`src/rtl/machine_p.sv`:
```
// Serial pattern detector: tracks how many leading pattern bits are currently matched,
// raises a registered match flag and keeps a saturating detection count.
module machine_p #(
    parameter int                 PAT_LEN = 4,
    parameter logic [PAT_LEN-1:0] PATTERN = 4'b1101,
    parameter int                 OVERLAP = 1,
    parameter int                 CNT_W   = 8,
    localparam int                SW      = $clog2(PAT_LEN + 1)
) (
    input  logic             CLK,
    input  logic             RESET,
    input  logic             x,
    input  logic             en,
    input  logic             clr_cnt,
    output logic             F,
    output logic [SW-1:0]    S,
    output logic [CNT_W-1:0] count
);

    localparam int               NUM_CODES = 2 ** SW;
    localparam logic [SW-1:0]    FULL      = SW'(PAT_LEN);
    localparam logic [CNT_W-1:0] CNT_MAX   = '1;
    localparam logic [CNT_W-1:0] CNT_ONE   = CNT_W'(1);

    // Transition table for one value of the incoming bit, one SW-bit entry per state code.
    // For each state k the matched prefix is extended by the incoming bit and the longest
    // suffix that is also a pattern prefix becomes the next state. Unreachable codes map to 0.
    function automatic logic [NUM_CODES*SW-1:0] build_table(input logic xb);
        logic [NUM_CODES*SW-1:0] t;
        int pat;
        int seq;
        int best;
        int jmax;
        t   = '0;
        pat = int'(PATTERN);
        for (int k = 0; k <= PAT_LEN; k++) begin
            best = 0;
            if (k == PAT_LEN && OVERLAP == 0) begin
                best = (xb == PATTERN[PAT_LEN-1]) ? 1 : 0;
            end else begin
                jmax = (k < PAT_LEN) ? k + 1 : PAT_LEN;
                seq  = ((pat >> (PAT_LEN - k)) << 1) | int'(xb);
                for (int j = 1; j <= jmax; j++) begin
                    if ((seq & ((1 << j) - 1)) == (pat >> (PAT_LEN - j))) begin
                        best = j;
                    end
                end
            end
            t[k*SW +: SW] = best[SW-1:0];
        end
        return t;
    endfunction

    localparam logic [NUM_CODES*SW-1:0] TBL0 = build_table(1'b0);
    localparam logic [NUM_CODES*SW-1:0] TBL1 = build_table(1'b1);

    logic [SW-1:0]    s_q, s_d;
    logic             f_q;
    logic [CNT_W-1:0] cnt_q, cnt_d;
    logic             hit;

    // NOTE: every signal written here gets a default first so no latch can be inferred.
    always_comb begin
        s_d   = x ? TBL1[int'(s_q)*SW +: SW] : TBL0[int'(s_q)*SW +: SW];
        hit   = en && (s_d == FULL);
        cnt_d = cnt_q;
        if (clr_cnt) begin
            cnt_d = hit ? CNT_ONE : '0;
        end else if (hit && cnt_q != CNT_MAX) begin
            cnt_d = cnt_q + CNT_ONE;
        end
    end

    // NOTE: state registers use non-blocking assignments so all of them update from
    // the same pre-edge values; RESET is sampled only here, making it purely synchronous.
    always_ff @(posedge CLK) begin
        if (RESET) begin
            s_q   <= '0;
            f_q   <= 1'b0;
            cnt_q <= '0;
        end else begin
            if (en) begin
                s_q <= s_d;
                f_q <= (s_d == FULL);
            end
            cnt_q <= cnt_d;
        end
    end

    assign S     = s_q;
    assign F     = f_q;
    assign count = cnt_q;

endmodule

```
`config.mk`:
```
export PLATFORM = sky130hd
export DESIGN_NAME = machine_p
export DESIGN_NICKNAME = d
export VERILOG_FILES = /design/src/rtl/machine_p.sv
export SDC_FILE = /design/constraint.sdc
export NUM_CORES = 1
export LEC_CHECK = 0
export CORE_MARGIN = 2
export CORE_UTILIZATION = 33
export CTS_CLUSTER_DIAMETER = 80
export CTS_CLUSTER_SIZE = 40
export DETAILED_ROUTE_END_ITERATION = 7
export GPL_ROUTABILITY_DRIVEN = 0
export GPL_TIMING_DRIVEN = 0
export PLACE_DENSITY = 0.62
export SLEW_MARGIN = 20
export SYNTH_ARGS = -nofsm -noshare
export SYNTH_HDL_FRONTEND = slang
export SYNTH_SLANG_ARGS = --single-unit
```
`constraint.sdc`:
```
create_clock -name CLK -period 2.72 [get_ports CLK]
set_clock_uncertainty 0.2 [all_clocks]
set_input_delay 0.544 -clock CLK [delete_from_list [all_inputs] [get_ports CLK]]
set_output_delay 0.544 -clock CLK [all_outputs]
set_load 0.05 [all_outputs]
```
Word level (Yosys, flattened, before mapping):

Cells that the tools add are included.

* register bits: 12
* input port bits: 5

* add/sub/neg operators: 1
* multipliers: 1
* equal/unequal tests: 2
* shift-type cells: 2
* mux-type cells: 4
* reduce and logical (&&, ||, !) cells: 3

Operator list (number)
* variable part select 24 x 32 -> 3 bit, first input constant: 1
* variable part select 24 x 6 -> 3 bit, first input constant: 1
* two-way mux 8 bit: 2
* adder 8 x 1 -> 8 bit, second input constant: 1
* inequality test 8 bit, second input constant: 1
* multiplier 3 x 2 -> 5 bit, second input constant: 1
* equality test 3 bit, second input constant: 1
* two-way mux 3 bit: 1
* logical AND 1 bit: 2
* nonzero test 2 bit: 1
* two-way mux 1 bit: 1

Logic depth before layout (Yosys ltp):

Gate-level depths: netlist (run 1).

* word-level depth: 8
* depth in mapped cells: 5

Worst setup path after synthesis (run 1):

No wires, ideal clock.

* path type: reg-to-reg
* start: register cnt_q[0], in the netlist count[0]
* end: register cnt_q[6], in the netlist count[6]
* arrival time: 1.535 ns
* slack: 0.905 ns
* cell stages (with the launch flop): 5
* clock period less this slack: 1.815 ns
* cells stage by stage: dfxtp_1 > ha_1 > and3_1 > a41oi_1 > a211oi_2

* cells in the longest elaborated chain, start to end: 3
* elaborated cells on any way between the ends: 6
* classes of those cells: add/sub (1); eq/ne (1); mux (2); reduce/logical (2)

Ends and longest elaborated chain
* start, declared: RTL line 59 `logic [CNT_W-1:0] cnt_q, cnt_d;`
* start signal, assigned: RTL line 86 `cnt_q <= cnt_d;`
* adder 8 x 1 -> 8 bit / inequality test 8 bit (equally long branches): RTL line 70, 69
* two-way mux 8 bit / logical AND 1 bit (equally long branches): RTL line 69 `end else if (hit && cnt_q != CNT_MAX) begin`
* two-way mux 8 bit / nonzero test 2 bit (equally long branches)

Parallel ways exist; a longest one is shown, timed or not. The select of a mux whose other input is x is not followed.
A chain may end at the register's enable or synchronous reset.

Worst setup path after layout (run 1):

* start: register s_q[2], in the netlist S[2]
* end: output S[2]

RTL lines
* start, declared: RTL line 57 `logic [SW-1:0] s_q, s_d;`
* start signal, assigned: RTL line 78 `s_q <= '0;`
* start signal, assigned: RTL line 83 `s_q <= s_d;`
* end, declared: RTL line 16 `output logic [SW-1:0] S,`

No word-level cell between the ends.

==> metrics.yaml, run 1 <==
synth_cells: 74
synthSimpleGateAreaFrac_pct: 32.4
critPathArrivalTime_ns: 1.62
cts_made_buffers: 3
tightest_slew_ns: 0.500
via_per_inst: 5.38
synth_top_family_by_area: "simple AND/OR/NAND/NOR gates"
clockRootBuffer: "clkbuf_4"
r2r_end: "count[0]$_SDFFE_PP0P_"
hp-class: "reg2reg"
worstPathCellList: "clkdlybuf4s50_1"
max_slew_margin_pct: 66.6
drtIter0Drc: 4
dr_total_vias: 640
die_x_um: 48.0
ant_nets: 0
crit_slowest_cell: "clkdlybuf4s50_1"
grt_overflow_total: 0
p_int_w: 0.000271
ctsResizeCount: 0
place_ws_ns: 0.415
drt_first_pass_iters: 4
synth_cell_type_count: 32
critical_path_depth: 1
dp_hpwl_um: 1080
drc: 0
setup-tns-final_ns: 0
ys_seq_area_share_pct: 37.6
cp-start-kind: "flop"
cts_sinks: 12
max_freq_mhz: 422
fin_ws_ns: 0.352
hold_ws_ns: 0.284
ios: 17
ys_ff_latch: 12
antenna_found_initial: 0
cp_num_buf_inv: 1
final_hold_viol_count: 0
finalMaxSlewViolations: 0
synth-compound-area-share_pct: 21.8
status: "complete, no violations"
crit_family: "buffers and inverters"
fin_crit_sh_pct: 87.1
fin_cells: 119
maxCapViolations: 0
critPathLaunch: "S[2]$_SDFFE_PP0P_"
p_clk_share_pct: 40.9
leakagePower_nw: 0.293
p_comb_share_pct: 8.2
crit_path_end: "S[2]"
setup_viol: 0
critical_path_class: "reg2out"
grt_pass1_wl_um: 2430
port-buffer-count: 16
synth_top_cell_area_share_pct: 37.6
clk_latency_ns: 0.28
finalCriticalPeriod_ns: 2.37
cts_tree: "done"
grt_pass1_vias: 573
avgSynthCellArea_um2: 8.62
synth_xor_area_share_pct: 2.75
r2r_start: "count[0]$_SDFFE_PP0P_"
r2r_cells: 5
final_layout_size_suffix_gt1_share_pct: 13.8
avgRoutedWirePerCell_um: 12.2
initial_core_util_pct: 36.2
wl_um: 1460
vdd_drop_max_uv: 296
seqPwrFrac_pct: 50.9
rows: 15
die_h_um: 48.0
synth_area_um2: 638
htreeDepth: 1
fp.dieArea_um2: 2300
yosysWarnings: 0
area_delta_synth_final_pct: 35.7
clk_path_buf_depth: 2
switching_share_pct: 23.3
antenna-diode-count: 0
ctsHoldBuffers: 0
synth_mux_area_share_pct: 1.57
synth_area_leaders: "dfxtp_1 38%, a21oi_1 6.3%, nand4_1 4.9%"
cp.required_ns: 1.98
cts.clk_slew.worst_paths_ns: 0.08
ff2ff_setup_slack_ns: 1.15
nets: 101
placed_cells: 115
worstPathMaxFanout: 8
crit_path_end_kind: "output port"
core-area_um2: 1760
synth_nets: 80
rsz0062_at_grt: "false"
yosys.area.top_type: "dfxtp_1"
postCtsSetupRepairBufs: 0
fill_cells: 199
critical-path-max-stage-delay_ns: 0.86
gr-usage-all-layers_pct: 15.2
synthAdderAreaFrac_pct: 1.96
grt_max_degree: 10
power.switching_w: 0.0000824
power.density_nw_per_um2: 408
-- through the flow --
stage / instance area [um2] / utilization (%) / total power, W
after CTS: 866 / 49.1 / 0.000355
after floorplan: 638 / - / 0.000199
after detailed placement: 830 / 47.0 / 0.000213
after global placement: 830 / 47.0 / 0.000213
final: 866 / 49.1 / 0.000354
after global routing: 866 / 49.1 / 0.000367
-- worst min-delay path by stage --
stage	start	end	slack [ns]	cells past startpoint
2_1_floorplan	RESET	F$_SDFFE_PP0P_	0.41	1
3_3_place_gp	F$_SDFFE_PP0P_	F$_SDFFE_PP0P_	0.26	2
3_5_place_dp	F$_SDFFE_PP0P_	F$_SDFFE_PP0P_	0.27	2
4_1_cts	F$_SDFFE_PP0P_	F$_SDFFE_PP0P_	0.28	2
5_1_grt	F$_SDFFE_PP0P_	F$_SDFFE_PP0P_	0.34	2
6_report	F$_SDFFE_PP0P_	F$_SDFFE_PP0P_	0.28	2
-- power groups by stage --
stage	sequential (W)	clock, W	combinational, W
after floorplan	0.000189	0	0.00000926
after global placement	0.000184	0	0.0000289
after detailed placement	0.000184	0	0.0000291
after CTS	0.000180	0.000145	0.0000294
after global routing	0.000180	0.000155	0.0000314
final	0.000180	0.000145	0.0000291
-- layout make-up --
type	count	area, um2	share of cell area, %
Sequential cell	12	240	27.7
Inverter	2	7.51	0.867
Clock buffer	4	36.3	4.19
Multi-Input combinational cell	59	385	44.5
Tap cell	25	31.3	3.61
Timing Repair Buffer	16	160	18.5
Buffer	1	5.00	0.578
-- sequential cells by signal (all words and copies together) (netlist names) --
name	cells
count	8
S	3
F	1
-- cell usage after synthesis --
master / number
and4_1: 1
nand2b_1: 2
or3_4: 1
a211oi_2: 1
nor2_4: 1
mux2i_1: 1
o21ai_1: 2
and3_1: 1
nor3_2: 2
dfxtp_1: 12
buf_2: 1
or2_2: 1
o21ai_0: 3
a41oi_1: 1
nand2_2: 1
and4b_1: 1
o211a_1: 1
a31o_2: 1
o2111a_1: 1
nand3_1: 3
inv_1: 2
nand2_1: 4
nor2b_1: 1
nor3_1: 3
nand4b_1: 1
nor2_1: 6
nand4_1: 5
a311o_1: 1
a21oi_1: 8
a31oi_1: 2
xnor2_1: 2
ha_1: 1
-- worst register-to-register path, delay by kind of cell, from the launching register on --
kind / cells / cell delay (ns)
flops: 1 / 0.41
compound gates: 3 / 0.32
fa+ha+maj: 1 / 0.28
simple gates: 1 / 0.25
-- per-layer routing --
layer,GRT usage [%],part of all wire (%),up-vias,routed length [um]
met4,8.11,1.2,0,18
met1,18.7,50,299,727
met5,0,0,-,0
met2,24.3,44,16,643
met3,3.77,4.6,4,67
li1,-,-,321,-
-- cells in the final DEF (no fill, tap or decap), types with 2 or more instances in the layout --
master	synthesis	final
a21oi_1	8	8
a31oi_1	2	2
clkbuf_4	0	3
clkdlybuf4s50_1	0	16
dfxtp_1	12	12
inv_1	2	2
nand2_1	4	4
nand2b_1	2	2
nand3_1	3	3
nand4_1	5	5
nor2_1	6	6
nor3_1	3	3
nor3_2	2	2
o21ai_0	3	3
o21ai_1	2	2
xnor2_1	2	2
-- cells by family (layout without fill, tap and decap cells) --
group | after synthesis | count (layout)
compound gates | 21 | 21
mux | 1 | 1
xor+xnor | 2 | 2
simple gates | 34 | 34
flops | 12 | 12
buf+inv | 3 | 23
fa+ha+maj | 1 | 1
No activity file was read; power rests on OpenSTA's default activity.
==> run 2: changes to the inputs <==
--- a/config.mk
+++ b/config.mk
@@ -8,7 +8,7 @@
 export CORE_MARGIN = 2
 export CORE_UTILIZATION = 33
 export CTS_CLUSTER_DIAMETER = 80
-export CTS_CLUSTER_SIZE = 40
+export CTS_CLUSTER_SIZE = 16
 export DETAILED_ROUTE_END_ITERATION = 7
 export GPL_ROUTABILITY_DRIVEN = 0
 export GPL_TIMING_DRIVEN = 0
==> results of run 2 <==
No change in the layout: final DEF, timing and power equal those of run 1.
==> run 3: changes to the inputs <==
--- a/config.mk
+++ b/config.mk
@@ -17,3 +17,4 @@
 export SYNTH_ARGS = -nofsm -noshare
 export SYNTH_HDL_FRONTEND = slang
 export SYNTH_SLANG_ARGS = --single-unit
+export TNS_END_PERCENT = 1
==> results of run 3 <==
No change in the layout: final DEF, timing and power equal those of run 1.
